[config.mk]
export PLATFORM = sky130hd
export DESIGN_NAME = button_debounce
export DESIGN_NICKNAME = d
export VERILOG_FILES = /design/src/rtl/fpga_web_pkg.sv /design/src/rtl/sync_2ff.sv /design/src/rtl/button_debounce.sv
export SDC_FILE = /design/constraint.sdc
export NUM_CORES = 1
export LEC_CHECK = 0
export ABC_AREA = 1
export ABC_CLOCK_PERIOD_IN_PS = 3900
export BUFFER_PORTS_ARGS = -buffer_cell sky130_fd_sc_hd__buf_4
export CORE_MARGIN = 4
export CORE_UTILIZATION = 40
export CTS_BUF_LIST = sky130_fd_sc_hd__clkbuf_8 sky130_fd_sc_hd__clkbuf_16
export DETAILED_ROUTE_END_ITERATION = 8
export GPL_ROUTABILITY_DRIVEN = 0
export PLACE_DENSITY = 0.53
export SLEW_MARGIN = 5
export SYNTH_ARGS = -nofsm -noshare
export SYNTH_HDL_FRONTEND = slang
export SYNTH_HIERARCHICAL = 1
export SYNTH_SLANG_ARGS = --single-unit
[constraint.sdc]
create_clock -name sysclk -period 3.9 [get_ports sysclk]
set_input_delay 1.17 -clock sysclk [delete_from_list [all_inputs] [get_ports sysclk]]
set_output_delay 1.17 -clock sysclk [all_outputs]
set_load 0.02 [all_outputs]
[src/rtl/fpga_web_pkg.sv]
// fpga_web_pkg: shared types and helpers for board-level I/O conditioning blocks
package fpga_web_pkg;

    typedef enum logic [1:0] {
        RELEASED,
        PRESS_WAIT,
        PRESSED,
        RELEASE_WAIT
    } btn_state_t;

    function automatic int ms_to_cycles(input int clk_hz, input int ms);
        return (clk_hz / 1000) * ms;
    endfunction

endpackage

[src/rtl/sync_2ff.sv]
// sync_2ff: two-flop synchronizer for an asynchronous single-bit input, reset to RST_VAL
module sync_2ff #(
    parameter logic RST_VAL = 1'b0
) (
    input  logic clk,
    input  logic rst,
    input  logic d,
    output logic q
);

    logic meta_q;
    logic sync_q;

    // first flop may go metastable; second flop gives it a full cycle to settle
    always_ff @(posedge clk) begin
        if (rst) begin
            meta_q <= RST_VAL;
            sync_q <= RST_VAL;
        end else begin
            meta_q <= d;
            sync_q <= meta_q;
        end
    end

    assign q = sync_q;

endmodule

[src/rtl/button_debounce.sv]
// button_debounce: synchronizes and debounces an active-low push-button into a clean level
// plus one-cycle press/release pulses. Optional long-press pulse when BTN_LONG_PRESS_EN is defined.
module button_debounce
    import fpga_web_pkg::*;
#(
    parameter int CLK_HZ      = 125_000_000,
    parameter int DEBOUNCE_MS = 10,
    parameter int LONG_MS     = 1000
) (
    input  logic sysclk,
    input  logic rst,
    input  logic btn_n,
    output logic btn_level,
    output logic btn_press,
    output logic btn_release,
    output logic btn_long
);

    localparam int DB_CYCLES   = ms_to_cycles(CLK_HZ, DEBOUNCE_MS);
    localparam int LONG_CYCLES = ms_to_cycles(CLK_HZ, LONG_MS);
    localparam int CW          = $clog2(DB_CYCLES) + 1;
    localparam bit DB_ONE      = (DB_CYCLES == 1);

    typedef logic [CW-1:0] cnt_t;

    localparam cnt_t CNT_LAST = cnt_t'(DB_CYCLES - 1);

    if (DB_CYCLES < 1) begin : g_bad_db
        $error("button_debounce: DB_CYCLES must be >= 1");
    end
    if (LONG_CYCLES < 1) begin : g_bad_long
        $error("button_debounce: LONG_CYCLES must be >= 1");
    end

    btn_state_t state_q, state_d;
    cnt_t       cnt_q, cnt_d;
    logic       level_q, level_d;
    logic       press_q, press_d;
    logic       release_q, release_d;
    logic       btn_sync_n;
    logic       sync;

    // the pin idles high (released), so the synchronizer resets to 1
    sync_2ff #(.RST_VAL(1'b1)) u_sync (
        .clk (sysclk),
        .rst (rst),
        .d   (btn_n),
        .q   (btn_sync_n)
    );

    assign sync = ~btn_sync_n;

    // state, debounce counter and registered outputs
    always_ff @(posedge sysclk) begin
        if (rst) begin
            state_q   <= RELEASED;
            cnt_q     <= '0;
            level_q   <= 1'b0;
            press_q   <= 1'b0;
            release_q <= 1'b0;
        end else begin
            state_q   <= state_d;
            cnt_q     <= cnt_d;
            level_q   <= level_d;
            press_q   <= press_d;
            release_q <= release_d;
        end
    end

    // next state: a change is accepted only after DB_CYCLES consecutive samples agree
    always_comb begin
        state_d = state_q;
        cnt_d   = cnt_q;
        case (state_q)
            RELEASED: begin
                if (sync) begin
                    state_d = DB_ONE ? PRESSED : PRESS_WAIT;
                    cnt_d   = DB_ONE ? cnt_t'(0) : cnt_t'(1);
                end
            end
            PRESS_WAIT: begin
                if (!sync) begin
                    state_d = RELEASED;
                    cnt_d   = '0;
                end else if (cnt_q == CNT_LAST) begin
                    state_d = PRESSED;
                    cnt_d   = '0;
                end else begin
                    cnt_d = cnt_q + cnt_t'(1);
                end
            end
            PRESSED: begin
                if (!sync) begin
                    state_d = DB_ONE ? RELEASED : RELEASE_WAIT;
                    cnt_d   = DB_ONE ? cnt_t'(0) : cnt_t'(1);
                end
            end
            RELEASE_WAIT: begin
                if (sync) begin
                    state_d = PRESSED;
                    cnt_d   = '0;
                end else if (cnt_q == CNT_LAST) begin
                    state_d = RELEASED;
                    cnt_d   = '0;
                end else begin
                    cnt_d = cnt_q + cnt_t'(1);
                end
            end
            default: begin
                state_d = RELEASED;
                cnt_d   = '0;
            end
        endcase
    end

    // outputs follow the next state so level and pulse change on the same edge
    always_comb begin
        press_d   = (state_q == RELEASED || state_q == PRESS_WAIT) && state_d == PRESSED;
        release_d = (state_q == PRESSED || state_q == RELEASE_WAIT) && state_d == RELEASED;
        level_d   = state_d == PRESSED || state_d == RELEASE_WAIT;
    end

    assign btn_level   = level_q;
    assign btn_press   = press_q;
    assign btn_release = release_q;

`ifdef BTN_LONG_PRESS_EN
    localparam int HW = $clog2(LONG_CYCLES) + 1;

    typedef logic [HW-1:0] hold_t;

    localparam hold_t HOLD_SAT  = hold_t'(LONG_CYCLES);
    localparam hold_t HOLD_FIRE = hold_t'(LONG_CYCLES - 1);

    hold_t hold_q, hold_d;
    logic  long_q, long_d;

    // hold counter restarts on a fresh press, freezes while a release is being debounced,
    // and parks one past the fire value so the pulse cannot repeat
    always_comb begin
        hold_d = hold_q;
        if (press_d)
            hold_d = '0;
        else if (state_q == PRESSED && hold_q != HOLD_SAT)
            hold_d = hold_q + hold_t'(1);
        long_d = state_q == PRESSED && hold_q == HOLD_FIRE;
    end

    // hold counter and long-press pulse registers
    always_ff @(posedge sysclk) begin
        if (rst) begin
            hold_q <= '0;
            long_q <= 1'b0;
        end else begin
            hold_q <= hold_d;
            long_q <= long_d;
        end
    end

    assign btn_long = long_q;
`else
    assign btn_long = 1'b0;
`endif

endmodule

==> flow_summary.json, run 1 <==
{
  "maxSlewViolCount": 0,
  "regArea_um2": 580.6,
  "synth_top_area_cell": "dfxtp_1",
  "grt_usage_pct": 14.47,
  "drt_first_pass_iters": 4,
  "grt_pass1_vias": 1222,
  "layout_commonest_cell": "nand2_1",
  "holdPathEnd": "u_sync/q",
  "grt-ovfl-total": 0,
  "cpMaxStageDelayCell": "dfxtp_1",
  "post-route-period-util_pct": 48.60,
  "root_buffer": "clkbuf_8",
  "antenna_found_initial": 0,
  "yosysSeqAreaShare_pct": 38.99,
  "whs_path_depth": 2,
  "drc": 0,
  "crit_fanout": 1,
  "synthCells": 221,
  "area_growth_pct": 11.93,
  "numCtsBuffers": 5,
  "core_um2": 3468,
  "hold_ws_ns": 0.4303,
  "path_class": "reg2out",
  "cts_tree": "built",
  "min_path_type": "reg2reg",
  "worstSetupStartpointType": "flip-flop",
  "fill_cells": 382,
  "cp-end-kind": "output pin",
  "power_leakage_uw": 0.0006874,
  "wire_per_inst_um": 11.10,
  "nNetsFinal": 235,
  "peakVddDrop_v": 0.0001475,
  "grt_setup_unrepaired": "no",
  "cts.repair.resized": 0,
  "path_buf_inv": 1,
  "synthesis.area_um2": 1489,
  "cts_setup_buffers": 0,
  "fp-row-count": 21,
  "hold_viol_final": 0,
  "cap_violations": 0,
  "grt_pass1_wl_um": 5582,
  "cts.sinks": 29,
  "cp.required_ns": 2.73,
  "synth_top_area_share_pct": 38.99,
  "syn_avg_cell_area_um2": 6.737,
  "p_per_area_nw_per_um2": 354.5,
  "yosysWarnings": 6,
  "fp.dieW_um": 69.01,
  "setup_viol": 0,
  "worstReg2RegStart": "cnt_q[0]",
  "dp_hpwl_um": 2299,
  "outcome": "finished clean",
  "layout-drive-gt1-share_pct": 11.21,
  "max_stage_delay_ns": 0.30,
  "grt_max_degree": 18,
  "fin_util_pct": 48.05,
  "clk_pin_slew_ns": 0.06,
  "multi_input_area_um2": 769.5,
  "vias": 1311,
  "clk_latency_ns": 0.28,
  "final_cell_mix": "nand2_1 (55), nor2_1 (42), inv_1 (31)",
  "r2r-end": "cnt_q[15]",
  "ys_top_cells_by_area": "dfxtp_1 (39%), nand2_1 (14%), nor2_1 (11%)",
  "setup_tns_ns": 0,
  "path_cells": "buf_4",
  "die_area_um2": 4762,
  "drtAntennaViolNets": 0,
  "syn_nets": 225,
  "vias_per_cell": 4.716,
  "skew_ns": 0.003456,
  "ys_ff_latch": 29,
  "ios": 7,
  "min_from": "u_sync/meta_q",
  "cts_hold_buffers": 0,
  "post-route-min-period_ns": 1.896,
  "worstPathArrival_ns": 0.73,
  "cts-htree-levels": 2,
  "rrSetupSlack_ns": 2.33,
  "max_freq_ghz": 0.5275,
  "critical_path.top_delay_family": "flip-flops",
  "reg2regPathDepth": 6,
  "synth_cell_types": 23,
  "start_util_pct": 42.93,
  "port_buffers": 5,
  "die-height_um": 69.01,
  "routed_wl_um": 3085,
  "num_antenna_cells": 0,
  "initialDrtViolationCount": 114,
  "cts_buffer_depth": 2
}
[where the power goes]
group	total [uW]	internal [uW]	switching [uW]
logic	17.6	4.66	13.0
registers	299	298	1.29
clock network	274	159	115
[per-stage QoR]
step / cell area [um^2] / worst slack (ns) / std cells / power (uW)
floorplan: 1489 / 2.203 / 221 / 319.3
global placement: 1565 / 1.974 / 270 / 323.3
detailed placement: 1565 / 1.933 / 270 / 323.3
CTS: 1667 / 1.999 / 278 / 596.4
global route: 1667 / 1.966 / 278 / 612.9
finish: 1667 / 2.004 / 278 / 590.8
[sequential cells by signal, summed over array words and instances, names as in the netlist]
register,flops
btn_level,1
state_q,2
btn_press,1
u_sync/q,1
u_sync/meta_q,1
btn_release,1
cnt_q,22
[layout make-up]
cell class	count	area share, %
flip-flops and latches	29	34.83
clock buffers	7	5.781
well taps	46	3.453
inverters	32	7.207
clock inverters	1	0.3003
multi-input cells	158	46.17
repair buffers	5	2.252
[cell families (layout without fill, tap and decap cells)]
family,count (synthesis),after routing,synth area share [%]
compound gates,10,10,3.361
buf+inv,34,45,9.328
simple gates,136,136,41.35
other cells,1,1,0.2519
xor+xnor,10,10,5.883
flops,29,29,38.99
fa+ha+maj,1,1,0.8402
[worst max path at each step]
stage          cells past startpoint   startpoint           to
5_1_grt                            1  btn_release  btn_release
3_3_place_gp                       4          rst    cnt_q[19]
6_report                           1    btn_press    btn_press
3_5_place_dp                       4          rst    cnt_q[19]
2_1_floorplan                      4          rst    cnt_q[17]
4_1_cts                            1    btn_press    btn_press
[cells in the mapped netlist]
library cell,count
a21oi_1,4
and3_1,1
buf_4,1
buf_6,1
conb_1,1
dfxtp_1,29
ha_1,1
inv_1,31
inv_2,1
nand2_1,55
nand3_1,16
nand3_2,4
nand3_4,1
nand3b_1,1
nand4_1,4
nand4_2,1
nor2_1,42
nor2_2,6
nor3_1,5
o21ai_0,5
o21ai_1,1
xnor2_1,3
xor2_1,7
[per-layer routing]
metal | GRT usage (%) | up-vias | wire, um
met5 | 0 | - | 0
met1 | 19.86 | 590 | 1678
met4 | 6.508 | 0 | 38
li1 | - | 702 | -
met3 | 4.360 | 4 | 115
met2 | 20.66 | 15 | 1253
Power figures use the tool's default switching activity.
==> run 2: changes to the inputs <==
Settings changed: ABC_CLOCK_PERIOD_IN_PS 3900 to 1620, PLACE_DENSITY 0.53 to 0.55.
Clock period 3.9 ns to 1.62 ns, I/O delays scaled along.
==> flow_summary.json, run 2 (synthesized netlist as in run 1, its figures left out) <==
{
  "worstPathArrival_ns": 1.68,
  "grt_pass1_vias": 1286,
  "peakVddDrop_v": 0.0005693,
  "drc": 0,
  "fp-row-count": 21,
  "grt_pass1_wl_um": 5637,
  "setup_viol": 0,
  "largest_register_ffs": 22,
  "area_growth_pct": 13.53,
  "die_area_um2": 4762,
  "routed_wl_um": 3126,
  "grt_setup_unrepaired": "no",
  "regMostFlops": "cnt_q",
  "cts_setup_buffers": 0,
  "cpMaxStageDelayCell": "dfxtp_1",
  "cp_common_cell": "nor2_1",
  "largestRegisters": "cnt_q x22, state_q x2",
  "post-route-period-util_pct": 93.66,
  "place_area_um2": 1573,
  "start_util_pct": 42.93,
  "setup_tns_ns": 0,
  "cts_tree": "built",
  "stdcell_area_um2": 1690,
  "max_stage_delay_ns": 0.36,
  "drtAntennaViolNets": 0,
  "ios": 7,
  "maxSlewViolCount": 0,
  "multi_input_area_um2": 784.5,
  "outcome": "finished clean",
  "antenna_found_initial": 0,
  "skew_ns": 0.001816,
  "hold_viol_final": 0,
  "core_um2": 3468,
  "dp_hpwl_um": 2406,
  "grt-ovfl-total": 0,
  "port_buffers": 5,
  "cts_hold_buffers": 0,
  "power_leakage_uw": 0.0006918,
  "worstSetupStartpointType": "flip-flop",
  "grt_usage_pct": 14.33,
  "path_class": "reg2reg",
  "vias_per_cell": 4.763,
  "reg2regPathDepth": 6,
  "nNetsFinal": 236,
  "p_per_area_nw_per_um2": 838.4,
  "crit_fanout": 17,
  "cts.repair.resized": 0,
  "layout-drive-gt1-share_pct": 13.30,
  "initialDrtViolationCount": 44,
  "post-route-min-period_ns": 1.517,
  "cts-htree-levels": 2,
  "drt_first_pass_iters": 4,
  "regArea_um2": 581.8,
  "cts.sinks": 29,
  "max_freq_ghz": 0.6590,
  "whs_path_depth": 3,
  "fp.dieW_um": 69.01,
  "clk_latency_ns": 0.27,
  "cap_violations": 0,
  "path_cells": "ha_2, nand3_2, nor2_1, nand4_2, nand3_4, nor2_1",
  "cts_buffer_depth": 2,
  "final_cell_mix": "nand2_1 (54), nor2_1 (42), inv_1 (31)",
  "grt_max_degree": 18,
  "clk_pin_slew_ns": 0.06,
  "cp-end-kind": "flip-flop",
  "wire_per_inst_um": 11.20,
  "fill_cells": 379,
  "die-height_um": 69.01,
  "root_buffer": "clkbuf_8",
  "cp.required_ns": 1.78,
  "vias": 1329,
  "numCtsBuffers": 5,
  "num_antenna_cells": 0,
  "layout_commonest_cell": "nand2_1",
  "min_path_type": "in2reg"
}
[run 2: changes by cell type in the layout (fill, tap and decap cells not counted), sizes merged]
cell,previous run,this run
buf,5,6
[run 2: metal layers]
metal,up-vias,GRT usage (%),share of wire (%)
met5,-,0,0
met4,0,5.857,2.2
met2,20,21.50,42
met3,7,4.506,3.3
met1,598,18.92,52
li1,704,-,-
[run 2: cell type report]
type | instances | area share (%)
Clock buffer | 7 | 5.699
Clock inverter | 1 | 0.2961
Inverter | 32 | 7.106
Multi-Input combinational cell | 158 | 46.41
Sequential cell | 29 | 34.42
Tap cell | 46 | 3.405
Timing Repair Buffer | 6 | 2.665
[run 2: worst paths after layout]
path / startpoint / endpoint / slack, ns
worst max-delay path: cnt_q[1] / cnt_q[15] / 0.10
worst min-delay path: btn_n / u_sync/meta_q / 0.39
worst max register to register: cnt_q[1] / cnt_q[15] / 0.10
worst min register to register: u_sync/meta_q / u_sync/q / 0.41
[run 2: worst max-delay path, delay by kind of cell (launching register included)]
kind,cells,cell delay (ns)
fa+ha+maj,1,0.21
simple gates,5,0.83
flops,1,0.36
[run 2: where the power goes]
group / internal [uW] / switching, uW
logic: 11.4 / 31.8
registers: 718 / 2.83
clock network: 383 / 270
total: 1110 / 305
[run 2: stage by stage]
stage	util (%)	cells	hold WS (ns)	total power, uW	setup slack, ns
final	48.74	279	0.3947	1417	0.1026
after global placement	45.35	271	0.3959	778.2	0.1190
after global routing	48.74	279	0.4104	1481	0.004141
after floorplan	-	221	0.3865	768.6	0.2279
after CTS	48.27	279	0.3929	1437	0.08268
after detailed placement	45.35	271	0.4007	779.3	0.08951
